### config.mk
export PLATFORM = sky130hd
export DESIGN_NAME = can_tx_payload_timer
export DESIGN_NICKNAME = d
export VERILOG_FILES = /design/src/rtl/can_pkg.sv /design/src/rtl/can_tx_payload_timer_dlc.sv /design/src/rtl/can_tx_payload_timer.sv
export SDC_FILE = /design/constraint.sdc
export NUM_CORES = 1
export LEC_CHECK = 0
export CAP_MARGIN = 15
export CORE_ASPECT_RATIO = 2
export CORE_UTILIZATION = 55
export DETAILED_ROUTE_END_ITERATION = 6
export PLACE_DENSITY = 0.84
export RECOVER_POWER = 100
export SLEW_MARGIN = 20
export SYNTH_ARGS = -nofsm -noshare
export SYNTH_HDL_FRONTEND = slang
export SYNTH_SLANG_ARGS = --single-unit
### constraint.sdc
create_clock -name clk -period 7.5 [get_ports clk]
set_input_delay 0.75 -clock clk [delete_from_list [all_inputs] [get_ports clk]]
set_output_delay 0.75 -clock clk [all_outputs]
set_load 0.05 [all_outputs]
### src/rtl/can_pkg.sv
// Shared types and DLC-to-length mapping for the CAN/CAN-FD transmit path.
package can_pkg;

    typedef enum logic [1:0] {
        IDLE  = 2'd0,
        COUNT = 2'd1,
        DONE  = 2'd2
    } tx_timer_state_t;

    localparam logic [6:0] CAN_MAX_CLASSIC = 7'd8;
    localparam logic [6:0] CANFD_MAX       = 7'd64;

    // Codes 9-15 are "8 bytes" on classic CAN; FD steps them up to 64 bytes.
    function automatic logic [6:0] dlc_to_len(input logic [3:0] dlc, input logic fd);
        logic [6:0] len;
        if (dlc <= 4'd8) begin
            len = {3'b000, dlc};
        end else if (!fd) begin
            len = CAN_MAX_CLASSIC;
        end else begin
            case (dlc)
                4'd9:    len = 7'd12;
                4'd10:   len = 7'd16;
                4'd11:   len = 7'd20;
                4'd12:   len = 7'd24;
                4'd13:   len = 7'd32;
                4'd14:   len = 7'd48;
                default: len = CANFD_MAX;
            endcase
        end
        return len;
    endfunction

endpackage

### src/rtl/can_tx_payload_timer_dlc.sv
// Combinational DLC decode, clamped to the largest payload this instance supports.
import can_pkg::*;

module can_dlc_decode #(
    parameter int MAX_BYTES = 64,
    parameter int FD_EN     = 1,
    parameter int LEN_W     = $clog2(MAX_BYTES + 1)
) (
    input  logic [3:0]       dlc_i,
    input  logic             fd_mode_i,
    output logic [LEN_W-1:0] len_o
);

    logic       fd_eff;
    logic [6:0] raw_len;

    always_comb begin
        fd_eff  = (FD_EN != 0) && fd_mode_i;
        raw_len = dlc_to_len(dlc_i, fd_eff);
        if (int'(raw_len) > MAX_BYTES) begin
            len_o = LEN_W'(MAX_BYTES);
        end else begin
            len_o = LEN_W'(raw_len);
        end
    end

endmodule

### src/rtl/can_tx_payload_timer.sv
// Tracks bit/byte position through the CAN data field on the system clock,
// advancing on counted (non-stuff) bit strobes from the TX bit-timing logic.
import can_pkg::*;

module can_tx_payload_timer #(
    parameter int BYTE_BITS = 8,
    parameter int MAX_BYTES = 64,
    parameter int FD_EN     = 1,
    localparam int BIT_W    = $clog2(BYTE_BITS),
    localparam int BYTE_W   = $clog2(MAX_BYTES),
    localparam int LEN_W    = $clog2(MAX_BYTES + 1)
) (
    input  logic              clk,
    input  logic              nRST,
    input  logic              tx_strobe,
    input  logic              dataphase,
    input  logic              bitstuff,
    input  logic              fd_mode,
    input  logic [3:0]        dlc,
    output logic [LEN_W-1:0]  payload_len,
    output logic [BIT_W-1:0]  bit_num,
    output logic [BYTE_W-1:0] byte_num,
    output logic              byte_complete,
    output logic              last_byte,
    output logic              end_data,
    output logic              overrun
);

    tx_timer_state_t   state_q, state_d;
    logic [LEN_W-1:0]  len_q, len_d;
    logic [BIT_W-1:0]  bit_q, bit_d;
    logic [BYTE_W-1:0] byte_q, byte_d;
    logic              bc_q, bc_d;
    logic              lb_q, lb_d;
    logic              ed_q, ed_d;
    logic              ov_q, ov_d;
    logic [LEN_W-1:0]  dec_len;
    logic              cnt_strobe;
    logic [LEN_W-1:0]  byte_next;

    can_dlc_decode #(
        .MAX_BYTES (MAX_BYTES),
        .FD_EN     (FD_EN),
        .LEN_W     (LEN_W)
    ) u_dlc_decode (
        .dlc_i     (dlc),
        .fd_mode_i (fd_mode),
        .len_o     (dec_len)
    );

    assign cnt_strobe = tx_strobe & ~bitstuff & dataphase;
    assign byte_next  = LEN_W'(byte_q) + LEN_W'(1);

    always_comb begin
        state_d = state_q;
        len_d   = len_q;
        bit_d   = bit_q;
        byte_d  = byte_q;
        bc_d    = 1'b0;
        lb_d    = lb_q;
        ed_d    = ed_q;
        ov_d    = 1'b0;

        // Leaving the data field clears everything, even over a same-cycle strobe.
        if (!dataphase) begin
            state_d = IDLE;
            len_d   = '0;
            bit_d   = '0;
            byte_d  = '0;
            lb_d    = 1'b0;
            ed_d    = 1'b0;
        end else begin
            case (state_q)
                IDLE: begin
                    len_d = dec_len;
                    if (dec_len == '0) begin
                        state_d = DONE;
                        ed_d    = 1'b1;
                    end else begin
                        state_d = COUNT;
                        lb_d    = (dec_len == LEN_W'(1));
                        if (cnt_strobe) begin
                            bit_d = BIT_W'(1);
                        end
                    end
                end
                COUNT: begin
                    if (cnt_strobe) begin
                        if (bit_q == BIT_W'(BYTE_BITS - 1)) begin
                            bit_d = '0;
                            bc_d  = 1'b1;
                            if (byte_next < len_q) begin
                                byte_d = byte_q + BYTE_W'(1);
                                lb_d   = (byte_next == len_q - LEN_W'(1));
                            end else begin
                                ed_d    = 1'b1;
                                state_d = DONE;
                            end
                        end else begin
                            bit_d = bit_q + BIT_W'(1);
                        end
                    end
                end
                DONE: begin
                    ov_d = cnt_strobe;
                end
                default: begin
                    state_d = IDLE;
                end
            endcase
        end
    end

    always_ff @(posedge clk or negedge nRST) begin
        if (!nRST) begin
            state_q <= IDLE;
            len_q   <= '0;
            bit_q   <= '0;
            byte_q  <= '0;
            bc_q    <= 1'b0;
            lb_q    <= 1'b0;
            ed_q    <= 1'b0;
            ov_q    <= 1'b0;
        end else begin
            state_q <= state_d;
            len_q   <= len_d;
            bit_q   <= bit_d;
            byte_q  <= byte_d;
            bc_q    <= bc_d;
            lb_q    <= lb_d;
            ed_q    <= ed_d;
            ov_q    <= ov_d;
        end
    end

    assign payload_len   = len_q;
    assign bit_num       = bit_q;
    assign byte_num      = byte_q;
    assign byte_complete = bc_q;
    assign last_byte     = lb_q;
    assign end_data      = ed_q;
    assign overrun       = ov_q;

endmodule

==> impl_metrics.tcl, run 1 <==
set metrics [dict create \
    outcome "finished, final reports clean" \
    final_cell_area_um2 1820 \
    hold_start "end_data" \
    vdd_ir_drop_max_mv 0.170 \
    grt_first_pass_wirelength_um 6200 \
    root_buffer "clkbuf_8" \
    wirelength_um 3560 \
    ios 30 \
    fp.dieW_um 39.0 \
    max_stage_delay_ps 530 \
    synth_top_cell_area_share_pct 36.6 \
    hold_viol_final 0 \
    power.total_uw 289 \
    power_density_nw_per_um2 158 \
    path_buf_inv 0 \
    firstDrtPassIters 4 \
    crit_family "compound AO/OA/AOI/OAI gates" \
    cpMostUsedCell "ha_1" \
    dpl-instance-area_um2 1800 \
    clock-sinks 22 \
    yosys_warnings 0 \
    crit_required_ps 7660 \
    synth.yosys.seq_area_share_pct 36.6 \
    syn_area_um2 1510 \
    fin_skew_ps 1.50 \
    crit_fanout 8 \
    via_per_inst 6.01 \
    grt_pass1_vias 1372 \
    drtAntennaViolNets 0 \
    drive_above_1_share_pct 4.74 \
    areaGrowthSynthToFinish_pct 21.2 \
    overflow 0 \
    drtIter0Drc 45 \
    path_clk_slew_ps 80 \
    gp_congestion 0.841 \
    pre_cts_ws_ps 4820 \
    initial_core_util_pct 58.6 \
    grt_start_max_net_pins 23 \
    cts_buffer_depth 2 \
    cts_resized 0 \
    io_buffers 29 \
    arrival_ps 3010 \
    cts_tree "built" \
    cts_setup_buffers 0 \
    tightest_slew_ps 1170 \
    rows 26 \
    post-route-period-util_pct 38.0 \
    timing.slew.headroom_pct 22.3 \
    ctsHoldBuffers 0 \
    postSynthAreaPerCell_um2 9.12 \
    register_area_um2 551 \
    clkLatencyLatePin_ps 270 \
    fillers 205 \
    diodes 0 \
    finalMaxSlewViolations 0 \
    synth.largest_area_cell "dfrtp_1" \
    die_h_um 76.0 \
    synth_cells 165 \
    synth_seq_cells 22 \
    cts_buffers 3 \
    max_freq_mhz 351 \
    die_area_um2 2960 \
    multi_input_area_um2 851 \
    grt_use_total_pct 29.5 \
    detail_route.wl_per_cell_um 16.3 \
    netlist-cell-type-count 40 \
    hold_path_class "reg -> reg" \
    path_class "reg -> reg" \
    rsz0062_at_grt "no" \
    hpwl_um 2760 \
    fin_nets 212 \
    cp-end-kind "register" \
    post-route-drc-count 0 \
    cp-startpoint "byte_num[0]" \
    static-leakage-power_uw 0.000821 \
    post-place-cells 214 \
    start_kind "register" \
    synth.area.top_cells "dfrtp_1, xnor2_1, ha_1" \
    finalSetupViolations 0 \
    period_needed_ps 2850 \
    final_cells 218 \
    drv_cap 0 \
    dr_total_vias 1310 \
    slowest_stage "a21oi_1" \
    antenna_found_initial 0 \
    core_um2 2570 \
    htreeDepth 1 \
    r2r_start "byte_num[0]" \
    synthesis.nets 186 \
    cp_cell_sequence "ha_1 -> nand3_1 -> xnor2_1 -> ha_1 -> o2111ai_1 -> a21oi_1 -> nor2_1 -> or3_1 -> o311a_1" \
    tns_ps 0 \
    worst_slack_ps 4650 \
]
[final cells by class]
class                           instances  area share, %
Clock buffer                            4           3.02
Inverter                               13           2.67
Multi-Input combinational cell        122           46.6
Sequential cell                        22           30.2
Tap cell                               28           1.92
Timing Repair Buffer                   29           15.6
[worst paths after layout]
path	end	slack, ps	depth (start not counted)
hold reg to reg	end_data	580	1
max in group asynchronous	bit_num[0]	6120	1
hold / removal	end_data	580	1
setup / recovery	last_byte	4650	9
setup reg to reg	last_byte	4650	9
min in group asynchronous	byte_num[4]	680	1
[sequential cells by signal (all words and copies together) (netlist names)]
| name | count |
|---|---|
| state_q | 2 |
| bit_num | 3 |
| last_byte | 1 |
| end_data | 1 |
| byte_num | 6 |
| payload_len | 7 |
| byte_complete | 1 |
| overrun | 1 |
[placed cells by master, fill, tap and decap left out, types with 2 or more instances in the layout]
cell and instances:
nand3b_1 2, o311a_1 2, a21oi_1 8, o21ai_0 6, nor2b_1 3, or3_1 2
nor3b_1 3, nand3_1 5, nand2_1 8, o31ai_1 2, nand4_1 4, clkbuf_8 4
nor2_1 14, inv_1 13, clkdlybuf4s50_1 6, nand2b_1 4, xnor2_1 17, nor4_1 4
nor3_1 10, dlygate4sd3_1 22, dfrtp_1 22, xor2_1 3, ha_1 11
[synth_stat cells]
master / count
a32o_1: 1
a21o_1: 1
nor3b_1: 2
nand4b_1: 1
a21oi_2: 1
nor3_1: 10
clkbuf_1: 6
nor2_2: 1
xnor2_2: 1
nor4b_2: 1
nor3b_2: 1
nand4_1: 4
a21oi_1: 7
nor4_2: 1
nand3b_1: 2
o21ai_0: 6
nand3_1: 5
nand2b_1: 4
nor4_1: 3
or2_2: 1
nand2_1: 8
xnor2_1: 16
mux2i_1: 1
nor2b_1: 3
or3_1: 2
o211ai_1: 1
o2111ai_1: 1
a211oi_1: 1
a311oi_1: 1
o311a_1: 2
dfrtp_1: 22
o31a_1: 1
xor2_1: 3
buf_2: 2
nand3_2: 1
xor2_2: 1
ha_1: 11
nor2_1: 14
inv_1: 13
o31ai_1: 2
[power by group]
group          leakage [uW]  switching (uW)  total (uW)  internal (uW)
Sequential         0.000300            6.53         129            123
Combinational      0.000492            44.6        71.4           26.8
Clock             0.0000288            41.1        88.1           47.0
[kinds of logic after synthesis]
logic type	Yosys count	synth area share [%]
AND/OR/NAND/NOR	64	23.9
AO/OA/AOI/OAI	25	11.1
flip-flops	22	36.6
XOR/XNOR	21	13.2
buffers and inverters	21	5.40
adder cells (fa/ha/maj)	11	9.14
multiplexers	1	0.665
[stage by stage]
| step | util [%] | hold WS [ps] |
|---|---|---|
| 3_5_place_dp | 70.0 | 566 |
| 4_1_cts | 72.1 | 586 |
| 6_report | 71.0 | 581 |
| 3_3_place_gp | 70.0 | 554 |
| 5_1_grt | 71.0 | 617 |
| 2_1_floorplan | - | 454 |
[routing by layer]
metal / track usage (%) / routed length [um]
met1: 32.5 / 1330
met2: 48.8 / 2030
met3: 6.12 / 97
met4: 16.2 / 100
met5: 0 / 0
(Power assumes the default switching activity.)
==> run 2: changes to the inputs <==
--- a/config.mk
+++ b/config.mk
@@ -7,9 +7,9 @@
 export LEC_CHECK = 0
 export CAP_MARGIN = 15
 export CORE_ASPECT_RATIO = 2
-export CORE_UTILIZATION = 55
+export CORE_UTILIZATION = 51
 export DETAILED_ROUTE_END_ITERATION = 6
-export PLACE_DENSITY = 0.84
+export PLACE_DENSITY = 0.79
 export RECOVER_POWER = 100
 export SLEW_MARGIN = 20
 export SYNTH_ARGS = -nofsm -noshare
==> constraint.sdc (replaced) <==
create_clock -name clk -period 2.9 [get_ports clk]
set_input_delay 0.29 -clock clk [delete_from_list [all_inputs] [get_ports clk]]
set_output_delay 0.29 -clock clk [all_outputs]
set_load 0.05 [all_outputs]
==> run 2 against run 1 <==
Against the previous run:
- die area up 7.5%
- non-clock buffer count unchanged
- first-iteration DRC count down 58%
- global-route usage down 4.8 points
- sequential share of layout area up 0.15 points
- maximum frequency up 8.8%
- critical path depth unchanged
- final area down 0.48%
- via count down 2.0%
- critical path type unchanged
- largest cell class unchanged
- largest power group unchanged
==> impl_metrics.tcl, run 2 (synthesized netlist as in run 1, its figures left out) <==
set metrics [dict create \
    rsz0062_at_grt "no" \
    diodes 0 \
    drtAntennaViolNets 0 \
    grt_start_max_net_pins 23 \
    tns_ps 0 \
    timing.slew.headroom_pct 21.1 \
    final_cell_mix "dfrtp_1, dlygate4sd3_1, xnor2_1" \
    post-route-period-util_pct 90.4 \
    detail_route.wl_per_cell_um 15.5 \
    path_class "reg -> reg" \
    gp_congestion 0.851 \
    crit_family "compound AO/OA/AOI/OAI gates" \
    cpMostUsedCell "xnor2_1" \
    power_density_nw_per_um2 389 \
    post-place-cells 215 \
    r2r_slack_ps 280 \
    post-route-drc-count 0 \
    grt_use_total_pct 24.7 \
    cp_cell_sequence "nand3_1 -> xnor2_1 -> ha_1 -> a21o_1 -> a211oi_1 -> a21oi_2 -> nor4_1 -> xnor2_1 -> nor2_1" \
    drtIter0Drc 19 \
    largest_register_ffs 7 \
    finalMaxSlewViolations 0 \
    cts_setup_buffers 0 \
    outcome "finished, final reports clean" \
    crit_fanout 8 \
    slowest_stage "dfrtp_1" \
    cts_resized 0 \
    r2r_start "byte_num[2]" \
    rr_endpoint "byte_num[5]" \
    cts_buffer_depth 2 \
    fp.dieW_um 40.4 \
    firstDrtPassIters 4 \
    max_freq_mhz 381 \
    via_per_inst 5.89 \
    die_h_um 78.8 \
    ios 30 \
    max_stage_delay_ps 430 \
    hold_path_class "in -> async" \
    grt_first_pass_wirelength_um 5440 \
    dr_total_vias 1284 \
    period_needed_ps 2620 \
    clkLatencyLatePin_ps 260 \
    hold_viol_final 0 \
    path_buf_inv 0 \
    grt_pass1_vias 1255 \
    ff2ff_path_depth 9 \
    antenna_found_initial 0 \
    areaGrowthSynthToFinish_pct 20.6 \
    wirelength_um 3380 \
    overflow 0 \
    die_area_um2 3190 \
    hpwl_um 2780 \
    power.total_uw 706 \
    drive_above_1_share_pct 4.76 \
    tightest_slew_ps 1180 \
    path_clk_slew_ps 80 \
    root_buffer "clkbuf_8" \
    htreeDepth 1 \
    io_buffers 29 \
    fin_skew_ps 6.14 \
    static-leakage-power_uw 0.000814 \
    core_um2 2770 \
    clock-sinks 22 \
    crit_required_ps 3030 \
    cp-end-kind "register" \
    drv_cap 0 \
    start_kind "register" \
    fin_nets 212 \
    arrival_ps 2750 \
    finalSetupViolations 0 \
    vdd_ir_drop_max_mv 0.392 \
    cts_buffers 3 \
    ctsHoldBuffers 0 \
    cts_tree "built" \
    final_cells 218 \
    rows 27 \
    initial_core_util_pct 54.3 \
]
## run 2: changes by cell type in the layout (fill, tap and decap cells not counted), sizes merged
| cell | delta |
|---|---|
| clkbuf | -1 |
## run 2: report_power, final
part / internal, uW / switching, uW
Combinational: 70.2 / 115
Sequential: 318 / 16.5
Clock: 92.8 / 93.8
## run 2: worst reg2reg max path: cells and delay by family (launching register included)
kind	cells	cell delay, ps
compound gates	3	650
fa+ha+maj	1	310
simple gates	3	640
xor+xnor	2	480
flops	1	430
## run 2: worst max path at each step
stage,start,to,slack (ps),cells past startpoint
detailed placement,byte_num[0],last_byte,320,9
global placement,byte_num[2],last_byte,380,9
global route,byte_num[2],byte_num[5],60,9
CTS,byte_num[0],last_byte,300,9
floorplan,byte_num[0],last_byte,120,9
finish,byte_num[2],byte_num[5],280,9
## run 2: layout make-up
class,count,area (um2)
well taps,29,36.3
repair buffers,29,284
clock buffers,3,41.3
fillers,247,955
multi-input cells,122,855
flip-flops and latches,22,551
inverters,13,48.8
## run 2: layer usage
metal  global-route usage (%)  vias up  part of all wire [%]
li1                         -      625                     -
met1                     26.2      619                    37
met2                     43.5       32                    57
met3                     3.07        8                   3.3
met4                     12.0        0                   3.0
met5                        0        -                     0
## run 2: stage by stage
| step | utilization (%) | setup WS (ps) | hold slack [ps] | cell area (um2) |
|---|---|---|---|---|
| after floorplan | - | 124 | -5.59 | 1510 |
| after global placement | 65.0 | 378 | 539 | 1800 |
| after detailed placement | 65.0 | 322 | 545 | 1800 |
| after CTS | 66.4 | 299 | 566 | 1840 |
| after global routing | 65.5 | 57.8 | 356 | 1820 |
| final | 65.5 | 278 | 245 | 1820 |
==> run 3: changes to the inputs <==
--- a/config.mk
+++ b/config.mk
@@ -9,7 +9,7 @@
 export CORE_ASPECT_RATIO = 2
 export CORE_UTILIZATION = 51
 export DETAILED_ROUTE_END_ITERATION = 6
-export PLACE_DENSITY = 0.79
+export PLACE_DENSITY_LB_ADDON = 0.2
 export RECOVER_POWER = 100
 export SLEW_MARGIN = 20
 export SYNTH_ARGS = -nofsm -noshare
==> run 3 against run 2 <==
Against the previous run:
- via count decreased by 2.3%
- sequential power about the same
- maximum frequency increased by 1.7%
- combinational power about the same
- highest routed layer unchanged
- largest cell class unchanged
- cell count increased by 0.46%
- count of clock-buffer cells in the layout increased by 1
- critical endpoint is now last_byte
==> impl_metrics.tcl, run 3 (synthesized netlist as in run 1, its figures left out) <==
set metrics [dict create \
    drv_cap 0 \
    cts_buffer_depth 2 \
    grt_use_met3_pct 2.51 \
    ctsHoldBuffers 0 \
    path_clk_slew_ps 70 \
    die_h_um 78.8 \
    grt_use_met1_pct 26.4 \
    max_freq_mhz 388 \
    start_kind "register" \
    diodes 0 \
    fin_nets 212 \
    finalSetupViolations 0 \
    root_buffer "clkbuf_8" \
    cpMostUsedCell "ha_1" \
    grt_start_max_net_pins 23 \
    final_cell_mix "dfrtp_1, dlygate4sd3_1, xnor2_1" \
    overflow 0 \
    period_needed_ps 2580 \
    dr_total_vias 1254 \
    io_buffers 29 \
    grt_pass1_vias 1286 \
    firstDrtPassIters 4 \
    clkLatencyLatePin_ps 260 \
    hpwl_um 2790 \
    cts_setup_buffers 0 \
    tightest_slew_ps 1180 \
    finalHoldWorstSlack_ps 250 \
    die_area_um2 3190 \
    grt_use_total_pct 25.5 \
    core_um2 2770 \
    clock-sinks 22 \
    drtIter0Drc 20 \
    gp_congestion 0.853 \
    worst_slack_ps 322 \
    grt_first_pass_wirelength_um 5600 \
    finalMaxSlewViolations 0 \
    areaGrowthSynthToFinish_pct 21.9 \
    post-route-drc-count 0 \
    drive_above_1_share_pct 5.79 \
    crit_required_ps 3050 \
    cts_buffers 3 \
    cp-startpoint "byte_num[0]" \
    outcome "finished, final reports clean" \
    met2_usage_pct 48.4 \
    max_stage_delay_ps 440 \
    tns_ps 0 \
    slowest_stage "dfrtp_1" \
    crit_fanout 8 \
    detail_route.wl_per_cell_um 15.8 \
    timing.slew.headroom_pct 21.3 \
    cts_tree "built" \
    hold_path_class "in -> async" \
    htreeDepth 1 \
    cts_resized 0 \
    final_util_pct 66.2 \
    cp_cell_sequence "ha_1 -> nand3_1 -> xnor2_1 -> ha_1 -> o2111ai_1 -> a21oi_2 -> nor2_1 -> or3_1 -> o311a_1" \
    static-leakage-power_uw 0.000821 \
    antenna_found_initial 0 \
    largest_register_ffs 7 \
    via_per_inst 5.73 \
    post-route-period-util_pct 88.9 \
    initial_core_util_pct 54.3 \
    drtAntennaViolNets 0 \
    arrival_ps 2720 \
    ios 30 \
    vdd_ir_drop_max_mv 0.353 \
    power_density_nw_per_um2 400 \
    hold_viol_final 0 \
    grt.busiest_layer "met2" \
    cp-end-kind "register" \
    wirelength_um 3460 \
    fp.dieW_um 40.4 \
    rows 27 \
    pre_cts_ws_ps 305 \
    r2r_start "byte_num[0]" \
    fin_skew_ps 3.98 \
    rsz0062_at_grt "no" \
    path_class "reg -> reg" \
]
==> run 3: cell count changes in the layout (fill, tap and decap cells not counted) <==
cell and delta:
clkbuf_8 +1, nand3_1 -1, nand3_2 +1
==> run 3: through the flow <==
step	std cells	area [um2]	total power (uW)
after floorplan	165	1510	469
after global placement	215	1800	526
after detailed placement	215	1800	532
after CTS	219	1850	746
after global routing	219	1830	770
final	219	1830	733
==> run 3: path summary, 6_finish.rpt <==
check                        endpoint  slack [ps]  cells past startpoint
setup / recovery            last_byte         320                      9
hold / removal             bit_num[2]         250                      1
setup reg to reg            last_byte         320                      9
hold reg to reg              end_data         570                      1
max in group asynchronous     overrun        1950                      1
min in group clk             end_data         570                      1
==> run 3: power by group <==
part / internal [uW] / switching [uW] / total [uW]
registers: 318 / 15.9 / 334
logic: 70.1 / 116 / 186
clock network: 121 / 91.9 / 213
total: 509 / 224 / 733
==> run 3: layout make-up <==
class | count | area [um2]
multi-input cells | 122 | 860
fillers | 250 | 936
well taps | 29 | 36.3
flip-flops and latches | 22 | 551
repair buffers | 29 | 284
inverters | 13 | 48.8
clock buffers | 4 | 55.1
==> run 3: metal layers <==
| layer | wire (um) | up-vias |
|---|---|---|
| li1 | - | 629 |
| met1 | 1290 | 603 |
| met2 | 2060 | 17 |
| met3 | 63 | 5 |
| met4 | 45 | 0 |
| met5 | 0 | - |
==> run 3: critical path, delay by kind of cell, from the launching register on <==
kind | cells | cell delay (ps)
fa+ha+maj | 2 | 540
simple gates | 3 | 660
flops | 1 | 440
compound gates | 3 | 620
xor+xnor | 1 | 200
